$ cat src/rtl/fetch_unit.sv
// fetch_unit: PC register, next-PC select and F/D pipeline latch with squash on redirect
// and a saturating count of redirects for debug.
module fetch_unit #(
    parameter int               WIDTH    = 32,
    parameter int               IMEM_AW  = 12,
    parameter logic [WIDTH-1:0] RESET_PC = '0,
    parameter int               CNT_W    = 8
) (
    input  logic               clk,
    input  logic               reset,
    input  logic               stall,
    input  logic               redirect_valid,
    input  logic [WIDTH-1:0]   redirect_target,
    output logic [IMEM_AW-1:0] address_imem,
    input  logic [WIDTH-1:0]   q_imem,
    output logic [WIDTH-1:0]   pc,
    output logic [WIDTH-1:0]   fd_pc,
    output logic [WIDTH-1:0]   fd_pc_plus1,
    output logic [WIDTH-1:0]   fd_insn,
    output logic               fd_valid,
    output logic [CNT_W-1:0]   flush_count
);
    logic [WIDTH-1:0] pc_plus1;

    assign pc_plus1     = pc + WIDTH'(1);
    assign address_imem = pc[IMEM_AW-1:0];

    always_ff @(posedge clk or posedge reset) begin
        if (reset) begin
            pc          <= RESET_PC;
            fd_pc       <= '0;
            fd_pc_plus1 <= '0;
            fd_insn     <= '0;
            fd_valid    <= 1'b0;
            flush_count <= '0;
        end else begin
            // Redirect beats stall: the instruction fetched this cycle is wrong-path.
            if (redirect_valid) begin
                pc          <= redirect_target;
                fd_pc       <= '0;
                fd_pc_plus1 <= '0;
                fd_insn     <= '0;
                fd_valid    <= 1'b0;
            end else if (!stall) begin
                pc          <= pc_plus1;
                fd_pc       <= pc;
                fd_pc_plus1 <= pc_plus1;
                fd_insn     <= q_imem;
                fd_valid    <= 1'b1;
            end
            if (redirect_valid && flush_count != '1)
                flush_count <= flush_count + CNT_W'(1);
        end
    end
endmodule

$ cat config.mk
export PLATFORM = sky130hd
export DESIGN_NAME = fetch_unit
export DESIGN_NICKNAME = d
export VERILOG_FILES = /design/src/rtl/fetch_unit.sv
export SDC_FILE = /design/constraint.sdc
export NUM_CORES = 1
export LEC_CHECK = 0
export CAP_MARGIN = 10
export CORE_ASPECT_RATIO = 0.6
export CORE_MARGIN = 1
export CORE_UTILIZATION = 42
export CTS_CLUSTER_SIZE = 8
export DETAILED_ROUTE_END_ITERATION = 8
export PLACE_DENSITY = 0.77
export SYNTH_ARGS = -nofsm -noshare
export SYNTH_HDL_FRONTEND = slang
export SYNTH_SLANG_ARGS = --single-unit
$ cat constraint.sdc
create_clock -name clk -period 3.9 [get_ports clk]
set_input_delay 0.39 -clock clk [delete_from_list [all_inputs] [get_ports clk]]
set_output_delay 0.39 -clock clk [all_outputs]
set_load 0.02 [all_outputs]
==> run_results.csv, run 1 <==
group,metric,value,unit
run_status,status,"finished, violations left",
run_status,violations,"design-rule violations",
worst_hold_path,hp-class,"flip-flop to flip-flop",
layout,multiInputGateArea,2980,um^2
detailed_routing,drt_wl_total,20200,um
yosys,synth.most_common_cell,"dfrtp_1",
timing,fin_crit_sh,73.0,%
timing,fin_skew,0.0108,ns
floorplanning,fp.dieH,100,um
timing,worst_pin_slew,0.884,ns
floorplanning,initial_core_util,43.6,%
power,internal-power,3.02,mW
yosys,synth_nets,758,
power,netSwitchingFraction,30.4,%
detailed_routing,postRouteAntennaNets,0,
detailed_routing,vias,5986,
yosys,synth_seq_area_share,50.5,%
critical_path,path_class,"flip-flop to flip-flop",
clock_tree,cts_buffer_depth,2,
critical_path,required,4.20,ns
layout,layout-drive-gt1-share,6.06,%
layout,post-route-util,61.3,%
critical_path,critPathArrivalTime,3.15,ns
worst_hold_path,hold_depth,1,
layout,n_antenna_cell,0,
detailed_routing,wire_per_inst,18.7,um
place,dp_hpwl,13900,um
place,gp_congestion,0.834,
detailed_routing,viasPerCell,5.56,
clock_tree,cts_resized,0,
clock_tree,path_clk_slew,0.06,ns
global_route,grt_pass1_vias,5720,
critical_path,critPathMaxFanout,16,
critical_path,slowest_delay,0.72,ns
clock_tree,clock_latency,0.41,ns
critical_path,critical-path-top-delay-family,"simple AND/OR/NAND/NOR gates",
global_route,grt_max_degree,84,
power,power.switching,1.32,mW
global_route,grt_overflow_total,0,
yosys,syn-instance-count,688,
clock_tree,htreeDepth,4,
place,placed_cells,1045,
yosys,synth_area_leaders,"dfrtp_1 50%, mux2i_1 8.5%, nor2_1 5.9%",
floorplanning,die_w,166,um
floorplanning,io_pins,217,
timing,slew_viol_final,0,
timing,rsz0062_at_grt,"no",
global_route,antenna_found_initial,0,
yosys,synth_edf_count,0,
critical_path,ff2ff_setup_slack,1.05,ns
yosys,syn_area,6790,um^2
power,clock_power_share,38.3,%
yosys,synth_seq_cells,137,
timing,hold_violations,0,
worst_hold_path,holdPathEnd,"fd_valid",
clock_tree,cts_made_buffers,17,
clock_tree,post_cts_buffers,0,
power,power.leakage,3.96,nW
timing,period_minus_slack,2.85,ns
layout,final_cell_area,9550,um^2
layout,final.fill_count,1292,
critical_path,cp_cell_sequence,"ha_1 -> nand4_2 -> or3_1 -> or4_1 -> a311oi_1",
critical_path,rr_worst_depth,5,
power,sequentialPowerShare,39.8,%
critical_path,startpoint_type,"flip-flop",
critical_path,critPathCaptureType,"flip-flop",
layout,area_growth,40.7,%
detailed_routing,first_pass_iters,7,
yosys,synth_warnings,0,
yosys,syn_avg_cell_area,9.87,um^2
yosys,synth_cell_types,52,
yosys,synth_flop_cell,"dfrtp_1",
critical_path,worstReg2RegEnd,"fd_pc_plus1[22]",
critical_path,crit_path_top_delay_cell,"or3_1",
timing,fmaxAchievable,351,MHz
critical_path,cp_num_buf_inv,0,
worst_hold_path,hp-start,"fd_valid",
detailed_routing,drtIter0Drc,480,
clock_tree,hold_buffers,0,
layout,fin_cells,1077,
floorplanning,num_rows,35,
critical_path,worstReg2RegStart,"pc[1]",
place,placed_area,8950,um^2
floorplanning,dieArea,16700,um^2
yosys,synth_top_cell_area_share,50.5,%
layout,register_area,3430,um^2
yosys,netlist.top_cell.by_area,"dfrtp_1",
yosys,synthTopCellsByCount,"137 x dfrtp_1, 107 x nor2_1, 58 x mux2i_1",
layout,nets,931,
global_route,grt_first_pass_wirelength,32100,um
run,drv_cap,0,
floorplanning,core_area,15600,um^2
clock_tree,cts_tree,"done",
clock_tree,cts_num_sinks,137,
detailed_routing,drc_errors,13,
power,combPwrFrac,21.9,%
timing,fin_tns_setup,0,ns
yosys,synth-async-reset-ratio,100,%
global_route,track_usage,24.7,%
power,irDropWorstVdd,347,uV
place,port_buffers,216,
timing,setup_viol,0,
power,p_per_area,455,nW/um^2
timing,slew_headroom,41.1,%
clock_tree,cts_root_buf,"clkbuf_16",
[layer usage]
| metal | vias to the layer above | global-route usage [%] | wire length (um) |
|---|---|---|---|
| met3 | 17 | 8.68 | 1990 |
| li1 | 2807 | - | - |
| met2 | 290 | 35.0 | 8160 |
| met5 | - | 0 | 0 |
| met1 | 2872 | 35.9 | 9790 |
| met4 | 0 | 6.04 | 210 |
[state kept, by name, summed over array words and instances (netlist names)]
name,flops
fd_pc,32
fd_pc_plus1,32
pc,32
fd_insn,32
flush_count,8
fd_valid,1
[through the flow]
stage          setup WS, ns  hold slack [ns]  power, mW
6_report               1.05            0.484       4.34
5_1_grt               0.830            0.500       4.52
4_1_cts                1.07            0.483       4.37
3_5_place_dp           1.13            0.474       2.70
3_3_place_gp           1.21            0.466       2.69
2_1_floorplan          1.54            0.510       2.23
[worst register-to-register path, stage by stage, from the launching register on]
cell and delay [ns]:
dfrtp_1 0.48, ha_1 0.32, nand4_2 0.41, or3_1 0.72
or4_1 0.57, a311oi_1 0.25
[final cells by class]
type                            count  share of cell area (%)
Sequential cell                   137                    35.9
Timing Repair Buffer              226                    23.5
Clock buffer                       19                    4.53
Multi-Input combinational cell    469                    31.2
Tap cell                          203                    2.66
Clock inverter                     13                    1.76
Inverter                           10                   0.432
[worst max path at each step]
| stage | from | end | slack, ns | cells past startpoint |
|---|---|---|---|---|
| 2_1_floorplan | pc[0] | fd_pc_plus1[18] | 1.54 | 7 |
| 3_3_place_gp | pc[0] | fd_pc_plus1[26] | 1.21 | 5 |
| 3_5_place_dp | pc[1] | fd_pc_plus1[22] | 1.13 | 5 |
| 4_1_cts | pc[1] | fd_pc_plus1[22] | 1.07 | 5 |
| 5_1_grt | pc[0] | fd_pc_plus1[26] | 0.83 | 5 |
| 6_report | pc[1] | fd_pc_plus1[22] | 1.05 | 5 |
[cell usage in the layout (no fill, tap or decap), drive strengths merged, types with 2 or more instances in the layout]
master	count
nor2b	6
o21ai	19
mux2i	58
nand2	49
clkinv	6
xnor2	21
and3	4
a32oi	2
nor4	11
o311ai	3
buf	12
o31ai	22
clkdlybuf4s50	214
a21oi	13
or2	2
or4	32
xor2	11
and4	4
bufinv	3
or3	7
nor2	107
o211ai	4
dfrtp	137
a211oi	9
nand2b	3
ha	2
nand3	18
clkbuf	19
nand4	16
nor3	8
a311oi	11
inv	11
clkinvlp	3
a31oi	14
[logic make-up (layout without fill, tap and decap cells)]
kind of cell    Yosys count  in the layout  share of synthesized area, %
compound gates          106            106                          10.8
mux                      59             59                          8.72
simple gates            270            270                          20.0
buf+inv                  82            268                          5.56
flops                   137            137                          50.5
fa+ha+maj                 2              2                         0.368
xor+xnor                 32             32                          4.13
[power by group through the flow]
stage | logic [mW] | registers (mW) | clock network, mW
after floorplan | 0.375 | 1.85 | 0
after global placement | 0.948 | 1.74 | 0
after detailed placement | 0.956 | 1.75 | 0
after CTS | 0.960 | 1.72 | 1.68
after global routing | 1.03 | 1.75 | 1.74
final | 0.953 | 1.73 | 1.66
No activity file was read; power rests on OpenSTA's default activity.
==> run 2: changes to the inputs <==
CORE_UTILIZATION = 45   (was 42)
PLACE_DENSITY = 0.78   (was 0.77)
clock period = 2.9 ns   (was 3.9 ns; I/O delays follow)
==> run 2 against run 1 <==
  * Sequential power grew 34%
  * Largest cell class unchanged
  * The flow now finishes without violations
  * Critical endpoint is now fd_pc_plus1[26]
  * Combinational power grew 39%
  * Largest power group is now the clock network
  * Die area shrank 6.6%
  * Via count grew 3.5%
  * Highest routed layer unchanged
  * Fmax grew 13%
==> run_results.csv, run 2 (synthesis gave the netlist of run 1 again) <==
group,metric,value,unit
floorplanning,die_w,161,um
power,combPwrFrac,22.1,%
global_route,grt_overflow_total,0,
layout,fin_cells,1077,
critical_path,startpoint_type,"flip-flop",
clock_tree,cts_buffer_depth,2,
clock_tree,path_clk_slew,0.06,ns
floorplanning,core_area,14600,um^2
critical_path,required,3.21,ns
detailed_routing,drt_wl_total,21100,um
global_route,grt_pass1_vias,6051,
clock_tree,htreeDepth,4,
place,gp_congestion,0.876,
detailed_routing,drtIter0Drc,498,
place,dp_hpwl,14800,um
floorplanning,num_rows,34,
layout,n_antenna_cell,0,
detailed_routing,drc_errors,0,
clock_tree,clock_latency,0.41,ns
timing,slew_headroom,49.7,%
power,internal-power,4.21,mW
global_route,antenna_found_initial,0,
run,drv_cap,0,
worst_hold_path,hp-start,"stall",
timing,slew_viol_final,0,
detailed_routing,first_pass_iters,5,
clock_tree,cts_num_sinks,137,
layout,layout-drive-gt1-share,6.83,%
floorplanning,initial_core_util,46.5,%
global_route,grt_first_pass_wirelength,33700,um
detailed_routing,wire_per_inst,19.6,um
critical_path,critPathCaptureType,"flip-flop",
detailed_routing,vias,6194,
timing,setup_viol,0,
clock_tree,cts_resized,0,
place,placed_cells,1046,
worst_hold_path,hp-class,"primary input to flip-flop",
clock_tree,cts_made_buffers,17,
layout,multiInputGateArea,2980,um^2
clock_tree,hold_buffers,0,
layout,nets,937,
run_status,status,"completed",
clock_tree,cts_root_buf,"clkbuf_16",
timing,period_minus_slack,2.53,ns
place,port_buffers,216,
clock_tree,post_cts_buffers,0,
power,sequentialPowerShare,38.8,%
layout,register_area,3430,um^2
critical_path,worstReg2RegStart,"pc[0]",
global_route,grt_max_degree,101,
floorplanning,io_pins,217,
global_route,track_usage,27.7,%
timing,fin_tns_setup,0,ns
critical_path,critPathMaxFanout,16,
timing,rsz0062_at_grt,"no",
power,clock_power_share,39.1,%
power,power.switching,1.76,mW
power,p_per_area,621,nW/um^2
clock_tree,cts_tree,"done",
critical_path,critPathArrivalTime,2.83,ns
timing,fin_skew,0.00921,ns
power,power.leakage,4.01,nW
timing,worst_pin_slew,0.754,ns
critical_path,critPathLaunch,"pc[0]",
timing,fin_crit_sh,87.1,%
layout,area_growth,41.8,%
timing,fmaxAchievable,396,MHz
floorplanning,fp.dieH,97.2,um
layout,final_common_cell,"clkdlybuf4s50_1",
power,irDropWorstVdd,365,uV
detailed_routing,viasPerCell,5.75,
power,netSwitchingFraction,29.5,%
timing,hold_violations,0,
detailed_routing,postRouteAntennaNets,0,
critical_path,path_class,"flip-flop to flip-flop",
layout,layout_common_cells,"214 x clkdlybuf4s50_1, 137 x dfrtp_1, 107 x nor2_1, 58 x mux2i_1, 49 x nand2_1",
floorplanning,dieArea,15600,um^2
layout,final.fill_count,1149,
==> run 2: per-layer routing <==
| layer | part of all wire (%) | track usage (%) | wire [um] | vias to the layer above |
|---|---|---|---|---|
| li1 | - | - | - | 2816 |
| met1 | 44 | 38.6 | 9240 | 3028 |
| met2 | 43 | 40.5 | 9110 | 320 |
| met3 | 12 | 10.0 | 2460 | 30 |
| met4 | 1.5 | 7.18 | 326 | 0 |
| met5 | 0 | 0 | 0 | - |
==> run 2: path summary, 6_finish.rpt <==
kind / endpoint / slack (ns) / cells past startpoint
setup / recovery: fd_pc_plus1[26] / 0.37 / 5
hold / removal: fd_pc_plus1[15] / 0.33 / 2
setup reg to reg: fd_pc_plus1[26] / 0.37 / 5
hold reg to reg: fd_valid / 0.47 / 1
max in group asynchronous: fd_insn[27] / 2.06 / 3
min in group asynchronous: fd_pc_plus1[26] / 0.38 / 3
==> run 2: critical path, cell delays in order, from the launching register on <==
cell	delay [ns]
dfrtp_1	0.49
ha_1	0.31
nand4_2	0.15
or3_1	0.63
or4_1	0.56
a311oi_1	0.28
==> run 2: power by group through the flow <==
stage,Combinational (mW),Clock [mW],Sequential (mW)
final,1.32,2.34,2.32
after floorplan,0.505,0,2.49
after detailed placement,1.32,0,2.34
after CTS,1.32,2.35,2.31
after global placement,1.29,0,2.32
after global routing,1.41,2.44,2.34
==> run 2: layout make-up <==
cell class | count | area share [%]
clock inverters | 11 | 1.77
multi-input cells | 469 | 31.0
flip-flops and latches | 137 | 35.6
repair buffers | 232 | 23.8
well taps | 198 | 2.57
clock buffers | 20 | 4.85
inverters | 10 | 0.429
==> run 2: through the flow <==
step	utilization [%]	worst slack [ns]	hold slack [ns]	area, um^2	power, mW
after floorplan	-	0.543	0.410	6790	3.00
after global placement	61.6	0.513	0.468	8990	3.62
after detailed placement	61.6	0.402	0.473	8990	3.66
after CTS	66.0	0.380	0.308	9630	5.99
after global routing	66.0	0.178	0.324	9630	6.19
final	66.0	0.375	0.331	9630	5.97
==> run 3: changes to the inputs <==
SLEW_MARGIN = 20   (was not set)
==> results of run 3 <==
No change in the layout: final DEF, timing and power equal those of run 2.
